**config.mk**
```make
export PLATFORM = sky130hd
export DESIGN_NAME = mem_dump_reader
export DESIGN_NICKNAME = d
export VERILOG_FILES = /design/src/rtl/mem_dump_reader.sv
export SDC_FILE = /design/constraint.sdc
export NUM_CORES = 1
export LEC_CHECK = 0
export ABC_AREA = 1
export CORE_MARGIN = 2
export CORE_UTILIZATION = 48
export CTS_CLUSTER_DIAMETER = 40
export CTS_CLUSTER_SIZE = 25
export DETAILED_ROUTE_END_ITERATION = 8
export PLACE_DENSITY = 0.92
export SKIP_LAST_GASP = 1
export SLEW_MARGIN = 20
export SYNTH_ARGS = -nofsm -noshare
export SYNTH_HDL_FRONTEND = slang
export SYNTH_SLANG_ARGS = --single-unit
```
**constraint.sdc**
```tcl
create_clock -name clk -period 4.7 [get_ports clk]
set_input_delay 0.94 -clock clk [delete_from_list [all_inputs] [get_ports clk]]
set_output_delay 0.94 -clock clk [all_outputs]
set_load 0.05 [all_outputs]
```
**src/rtl/mem_dump_reader.sv**
```systemverilog
// rtl/mem_dump_reader.sv - sequential read-only memory dump streamed to a ready/valid sink
module mem_dump_reader #(
  parameter logic [31:0] BASE_ADDR   = 32'h0,
  parameter int          NUM_WORDS   = 512,
  parameter int          MEM_LATENCY = 1
) (
  input  logic        clk,
  input  logic        rst,
  input  logic        start,
  output logic        mem_en,
  output logic [31:0] mem_addr,
  input  logic [31:0] mem_rdata,
  output logic [31:0] dout,
  output logic        dout_valid,
  input  logic        dout_ready,
  output logic        dout_last,
  output logic        busy,
  output logic        done
);

  typedef enum logic [2:0] {S_IDLE, S_REQ, S_WAIT, S_HOLD, S_DONE} state_t;

  localparam logic [16:0] LAST_IDX = 17'(NUM_WORDS - 1);
  localparam logic [3:0]  LAT      = 4'(MEM_LATENCY);

  state_t      state, state_nxt;
  logic [16:0] count, count_nxt;
  logic [3:0]  lat_cnt, lat_nxt;
  logic [31:0] dout_nxt;
  logic [31:0] cur_addr;

  // 32-bit add, so the address wraps past 32'hFFFF_FFFF naturally
  assign cur_addr = BASE_ADDR + {15'd0, count};

  always_ff @(posedge clk) begin
    if (rst) begin
      state   <= S_IDLE;
      count   <= '0;
      lat_cnt <= '0;
      dout    <= '0;
    end else begin
      state   <= state_nxt;
      count   <= count_nxt;
      lat_cnt <= lat_nxt;
      dout    <= dout_nxt;
    end
  end

  always_comb begin
    state_nxt  = state;
    count_nxt  = count;
    lat_nxt    = lat_cnt;
    dout_nxt   = dout;
    mem_en     = 1'b0;
    mem_addr   = '0;
    dout_valid = 1'b0;
    dout_last  = 1'b0;
    busy       = 1'b0;
    done       = 1'b0;
    case (state)
      S_IDLE, S_DONE: begin
        done = (state == S_DONE);
        if (start) begin
          state_nxt = S_REQ;
          count_nxt = '0;
        end
      end
      S_REQ: begin
        busy      = 1'b1;
        mem_en    = 1'b1;
        mem_addr  = cur_addr;
        lat_nxt   = LAT;
        state_nxt = S_WAIT;
      end
      S_WAIT: begin
        busy     = 1'b1;
        mem_addr = cur_addr;
        lat_nxt  = lat_cnt - 4'd1;
        // lat_cnt reaching 1 marks the cycle in which mem_rdata is valid
        if (lat_cnt == 4'd1) begin
          dout_nxt  = mem_rdata;
          state_nxt = S_HOLD;
        end
      end
      S_HOLD: begin
        busy       = 1'b1;
        mem_addr   = cur_addr;
        dout_valid = 1'b1;
        dout_last  = (count == LAST_IDX);
        if (dout_ready) begin
          if (count == LAST_IDX) begin
            state_nxt = S_DONE;
          end else begin
            count_nxt = count + 17'd1;
            state_nxt = S_REQ;
          end
        end
      end
      default: state_nxt = S_IDLE;
    endcase
  end

endmodule

```
==> reports/results.ini, run 1 <==
[clock_tree]
cts.clk_slew.worst_paths_ns = 0.11
htree_levels = 2
insertion_delay_ns = 0.31
cts_tree = built
ctsResizeCount = 0
cts-hold-fix-buffers = 0
clk_path_buf_depth = 2
root_buffer = clkbuf_8
numCtsBuffers = 5
post_cts_buffers = 0
clock_sinks = 56

[pwr]
power_frac_comb_pct = 46.5
seq_power_share_pct = 36.4
switching_share_pct = 46.64
p_clk_share_pct = 17.1
internal_power_w = 0.0008867
power.density_nw_per_um2 = 434.4
power_leakage_nw = 1.542
ir_drop_mv = 0.2833
p_sw_w = 0.0007749

[global_routing]
grt_max_degree = 44
grt_usage_pct = 22.95
antenna_found_initial = 0
grt_pass1_vias = 2814
gr-total-overflow = 0
grt_pass1_wl_um = 12230

[setup_path]
slowest_stage = clkdlybuf4s50_1
slowest_delay_ns = 0.83
crit_chain = nor2_1 > nor2_1 > clkinv_1 > nor2_1 > clkdlybuf4s50_1
path_class = reg2out
end_kind = primary output
cp_num_buf_inv = 2
cp.required_ns = 3.76
cp_top_family = buffers and inverters
startpoint_type = flip-flop
crit_arrival_ns = 2.37
cp_max_fo = 17
crit_path_frequent_cell = nor2_1

[routing]
avgRoutedWirePerCell_um = 12.17
num_vias = 2977
antenna_left = 0
drt-initial-drc-count = 229
first_pass_iters = 5
drt_wl_total_um = 7288
avgViaCountPerCell = 4.970
drt_drc_violations_left = 0

[floorplan]
start_util_pct = 49.21
io_pins = 105
die_x_um = 81.45
rows = 28
coreArea_um2 = 5851
dieArea_um2 = 6633
dieHeight_um = 81.45

[timing]
setup_viol = 0
max_freq_mhz = 301.7
slew_headroom_pct = 31.85
worst_pin_slew_ns = 1.021
tns_ns = 0
hold_viol = 0
min_period_over_period_pct = 70.51
slew_violations = 0
min_period_ns = 3.314
fin_worst_skew_ns = 0.01270
rsz0062_at_grt = no

[job]
max-cap-violations = 0

[final_layout]
fillers = 502
drive_above_1_share_pct = 4.580
n_antenna_cell = 0
final_nets = 562
fin_area_um2 = 3825
multiInputGateArea_um2 = 1449
ff_latch_area_um2 = 1121
area_delta_synth_final_pct = 32.86

[yosys]
synthDominantCellAreaShare_pct = 38.94
yosys.area.top_type = dfxtp_1
syn_inst = 443
syn_area_um2 = 2879
synth.avg_cell_area_um2 = 6.499
synth_area_leaders = dfxtp_1, nor2_1, nand2_1
yosysWarnings = 0
synth_seq_cells = 56
yosysSeqAreaShare_pct = 38.94
ys_types = 29

[placement]
place.gp.congestion = 0.9129
io_buffers = 89
dpl.hpwl_um = 5373
dpl_cell_area_um2 = 3727

[min_path]
hp-class = reg2reg

[run_status]
status = completed

==> final timing paths <==
check | from | to | slack, ns | depth (start not counted)
max reg2reg | state[1] | count[0] | 2.53 | 10
min | lat_cnt[2] | lat_cnt[2] | 0.45 | 1
max | state[1] | mem_addr[12] | 1.39 | 5
min reg2reg | lat_cnt[2] | lat_cnt[2] | 0.45 | 1
==> metal layers <==
layer / share of wire [%] / GRT usage [%]
met1: 42 / 27.75
met2: 48 / 39.92
met3: 10 / 7.363
met4: 0.37 / 4.746
met5: 0 / 0
==> metrics by stage <==
stage	total power, W	instances	setup slack [ns]	utilization, %	hold slack (ns)
after global routing	0.001764	599	1.265	65.38	0.4693
after floorplan	0.001202	457	1.353	-	0.4116
after CTS	0.001660	599	1.405	65.38	0.4568
after detailed placement	0.001375	591	1.735	63.71	0.4394
final	0.001662	599	1.386	65.38	0.4528
after global placement	0.001359	591	1.745	63.71	0.4273
==> state kept, by name, indices dropped and copies added (netlist names) <==
name	count
dout	32
count	17
lat_cnt	4
state	3
==> cell usage after synthesis <==
| library cell | count |
|---|---|
| buf_2 | 1 |
| nor3b_1 | 1 |
| clkinv_1 | 1 |
| a31oi_1 | 1 |
| nor2_4 | 1 |
| nand4_1 | 7 |
| o21ai_1 | 5 |
| nand2_2 | 4 |
| o21ai_0 | 32 |
| inv_2 | 2 |
| dfxtp_1 | 56 |
| clkbuf_1 | 12 |
| nor2_1 | 129 |
| o2bb2ai_1 | 1 |
| a21oi_1 | 15 |
| or2_2 | 1 |
| inv_1 | 39 |
| nand3_1 | 31 |
| buf_4 | 17 |
| nor2_2 | 3 |
| conb_1 | 1 |
| o21a_1 | 1 |
| xor2_1 | 2 |
| buf_8 | 1 |
| nor3_1 | 2 |
| nand2_1 | 70 |
| nand3_2 | 3 |
| ha_1 | 3 |
| buf_6 | 1 |
==> power groups by stage <==
| stage | registers (W) | clock network, W | logic [W] |
|---|---|---|---|
| after floorplan | 0.000679 | 0 | 0.000523 |
| after global placement | 0.000607 | 0 | 0.000752 |
| after detailed placement | 0.000612 | 0 | 0.000763 |
| after CTS | 0.000602 | 0.000289 | 0.000769 |
| after global routing | 0.000610 | 0.000307 | 0.000847 |
| final | 0.000604 | 0.000285 | 0.000773 |
==> cell families (layout without fill, tap and decap cells) <==
family | count (synthesis) | after routing | share of synthesized area (%)
and+or+nand+nor | 252 | 252 | 36.64
buffers and inverters | 74 | 141 | 12.56
DFF | 56 | 56 | 38.94
AOI/OAI and AO/OA | 55 | 55 | 9.822
adders and majority gates | 3 | 3 | 1.304
xor gates and xnor gates | 2 | 2 | 0.6085
other | 1 | 15 | 0.1303
==> area by class of cell <==
type | instances | area share (%)
clock buffer | 5 | 1.799
timing repair buffer | 91 | 23.68
inverter | 42 | 4.122
multi-input combinational | 327 | 37.88
sequential | 56 | 29.31
tap | 75 | 2.453
clock inverter | 3 | 0.7524
==> cell usage in the layout, fill, tap and decap left out, types with 3 or more instances in the layout <==
cell	count
nor2_1	129
clkdlybuf4s50_1	89
nand2_1	70
dfxtp_1	56
inv_1	39
o21ai_0	32
nand3_1	31
a21oi_1	15
conb_1	15
nand4_1	7
o21ai_1	5
clkbuf_8	5
nand2_2	4
nor2_2	3
nand3_2	3
ha_1	3
Note: power is estimated with default switching activity, not from simulation.
==> run 2: changes to the inputs <==
Settings changed: CORE_UTILIZATION 48 to 40, PLACE_DENSITY 0.92 to 0.83.
Clock period 4.7 ns to 2.9 ns, I/O delays scaled along.
==> reports/results.ini, run 2 (synthesized netlist as in run 1, its figures left out) <==
[global_routing]
grt_usage_pct = 19.54
gr-total-overflow = 0
grt_max_degree = 44
grt_pass1_vias = 2775
grt_pass1_wl_um = 12420
antenna_found_initial = 0

[placement]
io_buffers = 89
dpl.hpwl_um = 5507
place.gp.congestion = 0.9145

[timing]
rsz0062_at_grt = no
slew_headroom_pct = 35.55
worst_pin_slew_ns = 0.9656
setup_viol = 0
fin_worst_skew_ns = 0.01317
min_period_ns = 2.561
max_freq_mhz = 390.4
slew_violations = 0
tns_ns = 0
hold_viol = 0
min_period_over_period_pct = 88.32

[floorplan]
coreArea_um2 = 6869
rows = 30
die_x_um = 88.84
io_pins = 105
dieHeight_um = 88.84
dieArea_um2 = 7893
start_util_pct = 41.91

[min_path]
hold_path_startpoint = lat_cnt[2]
whs_endpoint = lat_cnt[2]
hp-class = reg2reg
min_path_cells = 1

[final_layout]
fillers = 647
largest_register_ffs = 32
top_register = dout
final_cell_mix = nor2_1, clkdlybuf4s50_1, nand2_1
multiInputGateArea_um2 = 1451
drive_above_1_share_pct = 5.503
top_regs = dout (32), count (17), lat_cnt (4)
ff_latch_area_um2 = 1121
area_delta_synth_final_pct = 35.64
final_nets = 565
final_common_cell = nor2_1
n_antenna_cell = 0

[setup_path]
r2r-start = count[1]
slowest_delay_ns = 0.90
slowest_stage = clkdlybuf4s50_1
startpoint_type = flip-flop
cp_max_fo = 4
crit_arrival_ns = 1.98
end_kind = primary output
path_class = reg2out
crit_chain = nor3_1 > clkdlybuf4s50_1
worstRegToRegCells = 10
cp.depth = 2
r2r_slack_ns = 0.76
cp.required_ns = 2.32
cp_top_family = buffers and inverters
r2r-end = count[1]
cp_num_buf_inv = 1

[clock_tree]
clk_path_buf_depth = 2
numCtsBuffers = 5
cts-hold-fix-buffers = 0
clock_sinks = 56
insertion_delay_ns = 0.30
cts.clk_slew.worst_paths_ns = 0.11
htree_levels = 2
root_buffer = clkbuf_8
post_cts_buffers = 0
cts_tree = built

[routing]
num_vias = 2988
avgViaCountPerCell = 4.796
drt_wl_total_um = 7453
avgRoutedWirePerCell_um = 11.96
antenna_left = 0
drt-initial-drc-count = 152
drt_drc_violations_left = 0
first_pass_iters = 7

[pwr]
power.density_nw_per_um2 = 684.1
ir_drop_mv = 0.4172
finalPower_w = 0.002671
power_leakage_nw = 1.852

[run_status]
status = completed

[job]
max-cap-violations = 0

-- run 2: cell count changes in the layout (fill, tap and decap cells not counted), sizes merged --
cell           change
buf                +4
clkbuf             +1
clkdlybuf4s50     -18
clkinvlp           +1
dlygate4sd2        +1
dlymetal6s2s      +16
inv                -2
-- run 2: how the worst max path moves through the flow --
stage                     startpoint            to  slack, ns
after floorplan             state[1]  mem_addr[10]       0.24
after global placement      state[1]  mem_addr[12]       0.44
after detailed placement    state[1]   mem_addr[9]       0.33
after CTS                   state[1]   mem_addr[7]      0.004
after global routing        state[1]   mem_addr[9]       0.23
final                       state[2]        mem_en       0.34
-- run 2: layer usage --
layer	vias up	part of all wire (%)	GRT usage (%)
met1	1341	44	25.80
met4	0	0.74	3.719
met5	-	0	0
li1	1525	-	-
met3	7	9.8	6.250
met2	115	45	31.61
-- run 2: cell type report --
cell class	count	area share (%)
inverters	42	4.133
flip-flops and latches	56	28.71
repair buffers	94	24.70
well taps	96	3.076
clock buffers	6	1.858
clock inverters	2	0.3525
multi-input cells	327	37.17
-- run 2: repair_timing --
action,4_1_cts,5_1_grt
setup endpoints to repair,1,16
gates cloned,0,0
resized for setup,1,17
pin swaps,0,0
-- run 2: through the flow --
step	util, %	std cells	hold slack, ns	cell area [um2]	worst slack [ns]
2_1_floorplan	-	457	0.4116	2934	0.2399
3_3_place_gp	54.97	615	0.4222	3776	0.4404
3_5_place_dp	54.97	615	0.4571	3776	0.3319
4_1_cts	56.21	623	0.4748	3861	0.004190
5_1_grt	56.85	623	0.4950	3905	0.2302
6_report	56.85	623	0.4657	3905	0.3388
-- run 2: power breakdown --
part           leakage [nW]  switching (W)  internal (W)
clock                0.0456       0.000255      0.000173
combinational          1.35       0.000885      0.000378
sequential            0.453      0.0000990      0.000881
total                  1.85        0.00124       0.00143
-- run 2: worst reg2reg max path: stages, from the launching register on --
cell,delay [ns]
dfxtp_1,0.43
ha_1,0.24
nand3_2,0.16
nor2_4,0.16
nand3_2,0.09
nand2_2,0.09
nand2_2,0.24
nand2_2,0.29
inv_1,0.16
nor2_1,0.13
nor2_1,0.04
==> run 3: changes to the inputs <==
==> constraint.sdc (replaced) <==
create_clock -name clk -period 2.9 [get_ports clk]
set_input_delay 0.58 -clock clk [delete_from_list [all_inputs] [get_ports clk]]
set_output_delay 0.58 -clock clk [all_outputs]
set_load 0.005 [all_outputs]
==> reports/results.ini, run 3 (synthesized netlist as in run 1, its figures left out) <==
[placement]
dpl.hpwl_um = 5609
dpl_cell_area_um2 = 3769
io_buffers = 89
place.gp.congestion = 0.9048
place_inst = 614

[pwr]
p_clk_share_pct = 18.7
internal_power_w = 0.001429
power_frac_comb_pct = 39.9
seq_power_share_pct = 41.4
p_sw_w = 0.0009372
power.density_nw_per_um2 = 613.0
power_leakage_nw = 1.549
ir_drop_mv = 0.3017
switching_share_pct = 39.61

[clock_tree]
insertion_delay_ns = 0.31
ctsResizeCount = 0
cts_tree = built
root_buffer = clkbuf_8
cts-hold-fix-buffers = 0
htree_levels = 2
numCtsBuffers = 5
clock_sinks = 56
clk_path_buf_depth = 2
cts.clk_slew.worst_paths_ns = 0.11
post_cts_buffers = 0

[final_layout]
top_register = dout
final_common_cell = nor2_1
final_nets = 564
drive_above_1_share_pct = 4.943
fin_area_um2 = 3860
final_cell_mix = nor2_1, clkdlybuf4s50_1, nand2_1
fillers = 660
stdcell_count = 622
ff_latch_area_um2 = 1121
top_regs = dout (32), count (17), lat_cnt (4)
final_util_pct = 56.19
largest_register_ffs = 32
n_antenna_cell = 0
area_delta_synth_final_pct = 34.07
multiInputGateArea_um2 = 1449

[setup_path]
startpoint_type = flip-flop
r2r-end = count[15]
r2r_slack_ns = 0.70
cp.required_ns = 2.32
r2r-start = state[1]
end_kind = primary output
worstRegToRegCells = 10
critPathLaunch = count[1]
cp_max_fo = 5
crit_arrival_ns = 2.06
path_class = reg2out

[global_routing]
grt_usage_pct = 19.34
gr-total-overflow = 0
grt_max_degree = 44
grt_pass1_vias = 2796
antenna_found_initial = 0
grt_pass1_wl_um = 12190

[routing]
drt_drc_violations_left = 0
num_vias = 3004
avgViaCountPerCell = 4.830
drt-initial-drc-count = 155
first_pass_iters = 4
drt_wl_total_um = 7633
avgRoutedWirePerCell_um = 12.27
antenna_left = 0

[timing]
slew_headroom_pct = 36.14
fin_worst_skew_ns = 0.01022
hold_viol = 0
slew_violations = 0
worst_pin_slew_ns = 0.9568
max_freq_mhz = 379.3
setup_viol = 0
rsz0062_at_grt = no
tns_ns = 0
min_period_over_period_pct = 90.91
min_period_ns = 2.636

[min_path]
whs_endpoint = lat_cnt[2]
hold_path_startpoint = lat_cnt[2]
hp-class = reg2reg
min_path_cells = 1

[run_status]
status = completed

[floorplan]
die_x_um = 88.84
start_util_pct = 41.91
dieArea_um2 = 7893
io_pins = 105
rows = 30
coreArea_um2 = 6869
dieHeight_um = 88.84

[job]
max-cap-violations = 0

run 3: per-stage QoR:
step | power, W | worst slack [ns] | hold WS (ns)
after floorplan | 0.001634 | 1.246 | 0.4116
after detailed placement | 0.001933 | 0.5977 | 0.4320
after global placement | 0.001900 | 0.6858 | 0.4238
after global routing | 0.002534 | 0.04570 | 0.4951
final | 0.002366 | 0.2636 | 0.4491
after CTS | 0.002377 | 0.2339 | 0.4493
run 3: worst max path at each step:
stage / to / slack [ns] / cells past startpoint
floorplan: mem_addr[10] / 1.25 / 5
global placement: dout_last / 0.69 / 6
detailed placement: mem_addr[13] / 0.60 / 5
CTS: mem_addr[13] / 0.23 / 5
global route: mem_addr[1] / 0.05 / 5
finish: dout_last / 0.26 / 6
run 3: power groups by stage:
stage          registers (W)  clock network (W)  logic [W]
2_1_floorplan       0.000974                  0   0.000659
3_3_place_gp        0.000983                  0   0.000916
3_5_place_dp        0.000992                  0   0.000941
4_1_cts             0.000975           0.000455   0.000947
5_1_grt             0.000992           0.000485    0.00106
6_report            0.000980           0.000442   0.000945
run 3: cell type report:
type / count / share of cell area, %
clock buffers: 5 / 1.783
clock inverters: 3 / 0.5835
inverters: 42 / 4.084
multi-input cells: 327 / 37.54
flip-flops and latches: 56 / 29.04
well taps: 96 / 3.112
repair buffers: 93 / 23.86
run 3: per-layer routing:
layer / up-vias / track usage (%) / share of wire, %
met1: 1346 / 23.16 / 41
met5: - / 0 / 0
li1: 1518 / - / -
met4: 0 / 6.612 / 1.1
met3: 9 / 6.810 / 9.6
met2: 131 / 32.23 / 48
run 3: worst max-delay path, cell delays in order (launching register included):
cell             delay [ns]
dfxtp_1                0.42
ha_1                   0.24
nand3_2                0.15
nor2_4                 0.15
nand3_2                0.09
nor2_1                 0.16
clkdlybuf4s50_1        0.53
